[src/rtl/image_resize_avg_param.sv]
// -----------------------------------------------------------------------------
// image_resize_avg_param
//
// Block-average image downscaler. On an accepted start it walks a SRC_W x
// SRC_H source image block by block (2^BLK_LOG2 x 2^BLK_LOG2 pixels each),
// reading every pixel of a block from a fixed-latency read port. It sums
// those pixels and emits one averaged pixel per block, in raster block order,
// on a valid/ready stream. A single-cycle done pulse follows the last block.
//
// Ports
//   clk        : system clock
//   rst_n      : asynchronous active-low reset
//   start_n    : active-low start; a falling edge seen in IDLE starts a frame
//   base_addr  : pixel address of source (0,0), latched on the accepted start
//   rd_en      : read request this cycle
//   rd_addr    : read address
//   rd_data    : read data, valid RD_LAT cycles after its request
//   busy       : high from the accepted start until the DONE state
//   out_valid  : averaged pixel available
//   out_ready  : consumer accepts the pixel
//   out_data   : block average
//   out_x      : block column of out_data
//   out_y      : block row of out_data
//   done       : single-cycle pulse after the last block is accepted
// -----------------------------------------------------------------------------
module image_resize_avg_param #(
  parameter int SRC_W    = 640,
  parameter int SRC_H    = 480,
  parameter int BLK_LOG2 = 3,
  parameter int DATA_W   = 8,
  parameter int ADDR_W   = 23,
  parameter int RD_LAT   = 2,
  parameter int ROUND    = 1
) (
  input  logic                                  clk,
  input  logic                                  rst_n,
  input  logic                                  start_n,
  input  logic [ADDR_W-1:0]                     base_addr,
  output logic                                  rd_en,
  output logic [ADDR_W-1:0]                     rd_addr,
  input  logic [DATA_W-1:0]                     rd_data,
  output logic                                  busy,
  output logic                                  out_valid,
  input  logic                                  out_ready,
  output logic [DATA_W-1:0]                     out_data,
  output logic [$clog2(SRC_W>>BLK_LOG2)-1:0]    out_x,
  output logic [$clog2(SRC_H>>BLK_LOG2)-1:0]    out_y,
  output logic                                  done
);

  localparam int B     = 1 << BLK_LOG2;
  localparam int BX_N  = SRC_W >> BLK_LOG2;
  localparam int BY_N  = SRC_H >> BLK_LOG2;
  localparam int XW    = $clog2(BX_N);
  localparam int YW    = $clog2(BY_N);
  localparam int ACC_W = DATA_W + 2 * BLK_LOG2;
  localparam int CNT_W = (RD_LAT > 1) ? $clog2(RD_LAT) : 1;

  // Half of the block pixel count; added before the shift for round-half-up.
  localparam logic [ACC_W-1:0] RND = (ROUND != 0) ? ACC_W'((B * B) / 2) : {ACC_W{1'b0}};
  localparam logic [BLK_LOG2-1:0] PMAX = {BLK_LOG2{1'b1}};
  localparam logic [XW-1:0] BX_LAST = XW'(BX_N - 1);
  localparam logic [YW-1:0] BY_LAST = YW'(BY_N - 1);
  localparam logic [CNT_W-1:0] DRN_LAST = CNT_W'(RD_LAT - 1);

  typedef enum logic [2:0] {
    S_IDLE  = 3'd0,
    S_READ  = 3'd1,
    S_DRAIN = 3'd2,
    S_OUT   = 3'd3,
    S_DONE  = 3'd4
  } state_e;

  state_e              state_q, state_d;
  logic                start_n_q;
  logic [ADDR_W-1:0]   base_q, base_d;
  logic [XW-1:0]       bx_q, bx_d;
  logic [YW-1:0]       by_q, by_d;
  logic [BLK_LOG2-1:0] px_q, px_d;
  logic [BLK_LOG2-1:0] py_q, py_d;
  logic [ACC_W-1:0]    acc_q, acc_d;
  logic [RD_LAT-1:0]   vld_q, vld_d;
  logic [CNT_W-1:0]    drn_q, drn_d;

  logic                rd_en_q, rd_en_d;
  logic [ADDR_W-1:0]   rd_addr_q, rd_addr_d;
  logic                busy_q, busy_d;
  logic                out_valid_q, out_valid_d;
  logic [DATA_W-1:0]   out_data_q, out_data_d;
  logic [XW-1:0]       out_x_q, out_x_d;
  logic [YW-1:0]       out_y_q, out_y_d;
  logic                done_q, done_d;

  logic                start_acc_s;
  logic                tap_s;
  logic                hs_s;
  logic                last_col_s;
  logic                last_row_s;
  logic [ACC_W-1:0]    acc_sum_s;

  // Rounded (or truncated) block average from a completed block sum.
  function automatic logic [DATA_W-1:0] block_avg(input logic [ACC_W-1:0] sum);
    logic [ACC_W-1:0] biased;
    biased = sum + RND;
    return DATA_W'(biased >> (2 * BLK_LOG2));
  endfunction

  // Event decode shared by the next-state logic.
  always_comb begin
    start_acc_s = (state_q == S_IDLE) && start_n_q && !start_n;
    // Depth-RD_LAT tap marks the cycle when rd_data answers a request.
    tap_s       = vld_q[RD_LAT-1];
    hs_s        = out_valid_q && out_ready;
    last_col_s  = (bx_q == BX_LAST);
    last_row_s  = (by_q == BY_LAST);
    if (tap_s) begin
      acc_sum_s = acc_q + ACC_W'(rd_data);
    end else begin
      acc_sum_s = acc_q;
    end
  end

  // Read-valid shift register: a request enters at bit 0 and leaves at the tap.
  always_comb begin
    vld_d = (vld_q << 1) | RD_LAT'(rd_en_q);
  end

  // Next-state, block/pixel counters and accumulator.
  always_comb begin
    state_d = state_q;
    base_d  = base_q;
    bx_d    = bx_q;
    by_d    = by_q;
    px_d    = px_q;
    py_d    = py_q;
    drn_d   = drn_q;
    acc_d   = acc_sum_s;
    case (state_q)
      S_IDLE: begin
        if (start_acc_s) begin
          state_d = S_READ;
          base_d  = base_addr;
          bx_d    = {XW{1'b0}};
          by_d    = {YW{1'b0}};
          px_d    = {BLK_LOG2{1'b0}};
          py_d    = {BLK_LOG2{1'b0}};
          drn_d   = {CNT_W{1'b0}};
          acc_d   = {ACC_W{1'b0}};
        end else begin
          state_d = S_IDLE;
        end
      end
      S_READ: begin
        // px and py wrap naturally at B, so they are back at 0 for the next block.
        px_d = px_q + {{(BLK_LOG2-1){1'b0}}, 1'b1};
        if (px_q == PMAX) begin
          py_d = py_q + {{(BLK_LOG2-1){1'b0}}, 1'b1};
          if (py_q == PMAX) begin
            state_d = S_DRAIN;
            drn_d   = {CNT_W{1'b0}};
          end else begin
            state_d = S_READ;
          end
        end else begin
          state_d = S_READ;
        end
      end
      S_DRAIN: begin
        // Wait until the last request's data has been folded into acc.
        if (drn_q == DRN_LAST) begin
          state_d = S_OUT;
        end else begin
          drn_d = drn_q + {{(CNT_W-1){1'b0}}, 1'b1};
        end
      end
      S_OUT: begin
        if (hs_s) begin
          acc_d = {ACC_W{1'b0}};
          if (last_col_s) begin
            bx_d = {XW{1'b0}};
            if (last_row_s) begin
              by_d = {YW{1'b0}};
            end else begin
              by_d = by_q + {{(YW-1){1'b0}}, 1'b1};
            end
          end else begin
            bx_d = bx_q + {{(XW-1){1'b0}}, 1'b1};
          end
          if (last_col_s && last_row_s) begin
            state_d = S_DONE;
          end else begin
            state_d = S_READ;
          end
        end else begin
          state_d = S_OUT;
        end
      end
      S_DONE: begin
        state_d = S_IDLE;
      end
      default: begin
        state_d = S_IDLE;
      end
    endcase
  end

  // Registered outputs, derived from the next state so they line up with it.
  always_comb begin
    rd_en_d     = (state_d == S_READ);
    busy_d      = (state_d == S_READ) || (state_d == S_DRAIN) || (state_d == S_OUT);
    out_valid_d = (state_d == S_OUT);
    done_d      = (state_d == S_DONE);
    if (state_d == S_READ) begin
      rd_addr_d = base_d
                + ADDR_W'({by_d, py_d}) * ADDR_W'(SRC_W)
                + ADDR_W'({bx_d, px_d});
    end else begin
      rd_addr_d = rd_addr_q;
    end
    // Result is captured once on entry to OUT and then held under backpressure.
    if ((state_q != S_OUT) && (state_d == S_OUT)) begin
      out_data_d = block_avg(acc_sum_s);
      out_x_d    = bx_q;
      out_y_d    = by_q;
    end else begin
      out_data_d = out_data_q;
      out_x_d    = out_x_q;
      out_y_d    = out_y_q;
    end
  end

  // Start-input sampler; resets high so a low level alone is never an edge.
  always_ff @(posedge clk or negedge rst_n) begin
    if (!rst_n) begin
      start_n_q <= 1'b1;
    end else begin
      start_n_q <= start_n;
    end
  end

  // Control state, counters, accumulator and read pipeline.
  always_ff @(posedge clk or negedge rst_n) begin
    if (!rst_n) begin
      state_q <= S_IDLE;
      base_q  <= {ADDR_W{1'b0}};
      bx_q    <= {XW{1'b0}};
      by_q    <= {YW{1'b0}};
      px_q    <= {BLK_LOG2{1'b0}};
      py_q    <= {BLK_LOG2{1'b0}};
      acc_q   <= {ACC_W{1'b0}};
      vld_q   <= {RD_LAT{1'b0}};
      drn_q   <= {CNT_W{1'b0}};
    end else begin
      state_q <= state_d;
      base_q  <= base_d;
      bx_q    <= bx_d;
      by_q    <= by_d;
      px_q    <= px_d;
      py_q    <= py_d;
      acc_q   <= acc_d;
      vld_q   <= vld_d;
      drn_q   <= drn_d;
    end
  end

  // Output registers.
  always_ff @(posedge clk or negedge rst_n) begin
    if (!rst_n) begin
      rd_en_q     <= 1'b0;
      rd_addr_q   <= {ADDR_W{1'b0}};
      busy_q      <= 1'b0;
      out_valid_q <= 1'b0;
      out_data_q  <= {DATA_W{1'b0}};
      out_x_q     <= {XW{1'b0}};
      out_y_q     <= {YW{1'b0}};
      done_q      <= 1'b0;
    end else begin
      rd_en_q     <= rd_en_d;
      rd_addr_q   <= rd_addr_d;
      busy_q      <= busy_d;
      out_valid_q <= out_valid_d;
      out_data_q  <= out_data_d;
      out_x_q     <= out_x_d;
      out_y_q     <= out_y_d;
      done_q      <= done_d;
    end
  end

  assign rd_en     = rd_en_q;
  assign rd_addr   = rd_addr_q;
  assign busy      = busy_q;
  assign out_valid = out_valid_q;
  assign out_data  = out_data_q;
  assign out_x     = out_x_q;
  assign out_y     = out_y_q;
  assign done      = done_q;

endmodule

[config.mk]
export PLATFORM = sky130hd
export DESIGN_NAME = image_resize_avg_param
export DESIGN_NICKNAME = d
export VERILOG_FILES = /design/src/rtl/image_resize_avg_param.sv
export SDC_FILE = /design/constraint.sdc
export NUM_CORES = 1
export LEC_CHECK = 0
export CAP_MARGIN = 10
export CORE_MARGIN = 2
export CORE_UTILIZATION = 51
export DETAILED_ROUTE_END_ITERATION = 12
export GPL_TIMING_DRIVEN = 1
export HOLD_SLACK_MARGIN = 0.03
export MAX_ROUTING_LAYER = met4
export PLACE_DENSITY = 0.84
export SETUP_SLACK_MARGIN = 0.15
export SYNTH_ARGS = -nofsm -noshare
export SYNTH_HDL_FRONTEND = slang
export SYNTH_SLANG_ARGS = --single-unit
[constraint.sdc]
create_clock -name clk -period 4.65 [get_ports clk]
set_clock_uncertainty 0.1 [all_clocks]
set_input_delay 0.465 -clock clk [delete_from_list [all_inputs] [get_ports clk]]
set_output_delay 0.465 -clock clk [all_outputs]
set_load 0.005 [all_outputs]
==> results.toml <==
[layout]
diodes = 0
final_area_um2 = 9140
drive_gt1_frac = 0.302
finalNetCount = 922
area_delta_synth_final_pct = 36.4

[floorplan]
die_h_um = 119
rows = 41
coreArea_um2 = 12700
die_area_um2 = 14100
die_x_um = 119
start_util = 0.527
boundaryPins = 83

[detailed_routing]
wirelength_um = 17000
dr.pass1.iters = 4
drt.antenna.violating_nets = 0
vias = 5542
via_per_inst = 5.58
first_iter_violations = 282
remaining_drc_errors = 0
wire_per_inst_um = 17.1

[worst_setup_path]
cp_max_fo = 7
worstSetupStartpointType = "flop"
required_ns = 4.84
worstSetupPathType = "reg2reg"
reg2reg_slack_ns = -0.02
arrival_ns = 4.86
cp-end-kind = "flop"

[place]
placed_area_um2 = 8420
numPortBuffers = 82
dp_hpwl_um = 12500
post-place-ws_ns = -0.671
gp_congestion = 0.913

[yosys]
synth_top_family_by_area = "compound AO/OA/AOI/OAI gates"
synthAdderAreaFrac = 0.137
async_flop_share = 1.00
ys_seq_elements = 111
synthXorXnorAreaFrac = 0.0549
synthFlopType = "dfrtp_1"
yosysSeqAreaShare = 0.415
synth_compound_area_frac = 0.161
ys_warn_count = 0
synth_simple_gate_area_share = 0.120
synth_edf_count = 0
yosysTopAreaCellShare = 0.411
syn_area_per_cell_um2 = 10.4
yosys.cell_types.count = 72
synth.area.mux_share = 0.0791
synth_top_cell_by_area = "dfrtp_1"
postSynthCellCount = 646
synth_nets = 751
synthTopCellsByArea = "dfrtp_1 41%, ha_1 12%, mux2_2 6.0%"
netlist_area_um2 = 6700

[sta]
relSlewSlack = 0.246
slew_violations = 0
rsz0062_at_grt = "true"
fin_crit_sh = 1.00
fmax_mhz = 214
fin_ws_ns = -0.0211
setup_viol = 1
tns_ns = -0.0211
period_minus_slack_ns = 4.67
worstMarginPinSlew_ns = 1.13
timing.hold.ws_ns = 0.150
hold_viol = 0

[grt]
grt_max_degree = 80
grt_pass1_vias = 5757
grt_pass1_wl_um = 28000
grt_use_total = 0.254
antenna_found_initial = 0
grt.overflow.total = 0

[run_status]
status = "complete, but fails checks"
failed_checks = "negative setup slack"

[clock_tree]
htree_num_levels = 3
cts_root_buf = "clkbuf_16"
worstSkewPairLatency_ns = 0.36
clkSlewWorstSetupHoldPaths_ns = 0.07
tritoncts = "done"
ctsHoldBuffers = 0
cts_sinks = 111
cts.path.max_buffers = 2
numCtsBuffers = 9

[min_path]
holdCritPathClass = "in2async"

[pwr]
power_frac_clock = 0.302
p_seq_frac = 0.408
leakage_nw = 4.43
swShare = 0.314
p_sw_mw = 0.831
pwr_density_cell_nw_per_um2 = 290
vdd_ir_drop_max_mv = 0.192
p_comb_frac = 0.290
p_int_mw = 1.82

[run]
drv_cap = 0
[flip-flops by register name (all words and copies together), names as in the netlist]
| register | cells |
|---|---|
| acc_q | 14 |
| base_q | 23 |
| busy | 1 |
| bx_q | 7 |
| by_q | 6 |
| done | 1 |
| drn_q | 1 |
| out_data | 8 |
| out_valid | 1 |
| out_x | 7 |
| out_y | 6 |
| px_q | 3 |
| py_q | 3 |
| rd_addr | 23 |
| rd_en | 1 |
| start_n_q | 1 |
| state_q | 3 |
| vld_q | 2 |
[final timing paths]
check                      depth (start not counted)      from          end
max                                               24   bx_q[1]  rd_addr[21]
min                                                1     rst_n     acc_q[8]
max reg2reg                                       24   bx_q[1]  rd_addr[21]
min reg2reg                                        0  vld_q[0]     vld_q[1]
max in group asynchronous                          2     rst_n  rd_addr[16]
min in group clk                                   0  vld_q[0]     vld_q[1]
[cell families after synthesis]
family / Yosys count
compound gates: 162
simple gates: 162
flops: 111
fa+ha+maj: 70
buf+inv: 52
mux: 47
xor+xnor: 42
[routing by layer]
| layer | track usage | routed length, um |
|---|---|---|
| met5 | - | 0 |
| met4 | 0.0796 | 301 |
| met3 | 0.0372 | 758 |
| met2 | 0.421 | 8410 |
| met1 | 0.324 | 7490 |
[final cells by class]
cell class	count	area (um^2)
clock buffers	11	243
fillers	899	3580
well taps	172	215
flip-flops and latches	111	2780
clock inverters	5	57.6
repair buffers	179	1550
multi-input cells	483	4180
inverters	33	124
[cells in the final DEF, fill, tap and decap left out, drive strengths merged, types with 3 or more instances in the layout]
master / Yosys / routed
a21o: 18 / 18
clkinv: 0 / 4
nor4: 3 / 3
fa: 6 / 6
a22o: 4 / 4
nand4: 6 / 6
dfrtp: 110 / 110
or2: 4 / 4
o31a: 3 / 3
ha: 64 / 64
mux2i: 8 / 8
clkbuf: 10 / 11
nor2b: 7 / 7
nor2: 31 / 31
o21a: 3 / 3
nand2b: 5 / 5
a31oi: 7 / 7
o211ai: 3 / 3
clkdlybuf4s50: 0 / 80
and2: 7 / 7
and3: 7 / 7
a21oi: 31 / 31
o21ai: 58 / 58
mux2: 39 / 39
a211oi: 6 / 6
buf: 9 / 98
inv: 33 / 33
nor3: 9 / 9
nand2: 66 / 66
xnor2: 19 / 19
nand3: 10 / 10
xor2: 23 / 23
a32o: 4 / 4
o31ai: 4 / 4
[through the flow]
step | std cells | power [mW] | util
detailed placement | 965 | 1.86 | 0.662
global placement | 965 | 1.83 | 0.662
global route | 994 | 2.79 | 0.719
CTS | 991 | 2.66 | 0.703
floorplan | 646 | 1.69 | -
finish | 994 | 2.65 | 0.719
[cell usage after synthesis, types with 3 or more instances]
cell      instances
dfrtp_1         110
nand2_1          65
ha_1             64
mux2_2           36
inv_1            31
a21oi_1          30
nor2_1           30
o21ai_0          29
o21ai_1          29
xor2_1           23
xnor2_1          19
a21o_1           17
clkbuf_1         10
nand3_1          10
mux2i_1           8
and3_1            7
nor2b_1           7
nor3_1            7
a31oi_1           6
and2_1            6
fa_1              6
nand4_1           6
a211oi_1          4
a22o_1            4
a32o_1            4
buf_2             4
nand2b_1          4
o31ai_1           4
buf_4             3
mux2_4            3
o211ai_1          3
o21a_1            3
o31a_1            3
[power by group through the flow]
stage          logic, mW  clock network, mW  registers [mW]
3_5_place_dp       0.762                  0            1.10
6_report           0.769              0.799            1.08
3_3_place_gp       0.736                  0            1.09
4_1_cts            0.772              0.807            1.08
2_1_floorplan      0.605                  0            1.08
5_1_grt            0.852              0.848            1.09
[what timing repair did]
| action | 4_1_cts | 5_1_grt |
|---|---|---|
| buffers inserted | 10 | 3 |
| gates resized for setup | 33 | 34 |
| setup endpoints to repair | 10 | 10 |
| pin swaps | 43 | 25 |
[critical path, cell delays in order, from the launching register on]
cell     delay, ns
dfrtp_1       0.40
ha_4          0.17
nand2_4       0.05
nor4_4        0.17
and2_4        0.24
buf_4         0.14
nand4_1       0.11
xor2_1        0.16
o21ai_0       0.28
ha_1          0.30
ha_1          0.34
a21o_1        0.19
a21o_1        0.19
a21o_1        0.15
and2_4        0.14
ha_4          0.24
ha_4          0.27
nand4_1       0.11
nor2_1        0.16
buf_4         0.14
nand2_2       0.05
o21ai_2       0.12
mux2i_1       0.19
a21oi_1       0.06
o21ai_1       0.14
(Power assumes the default switching activity.)
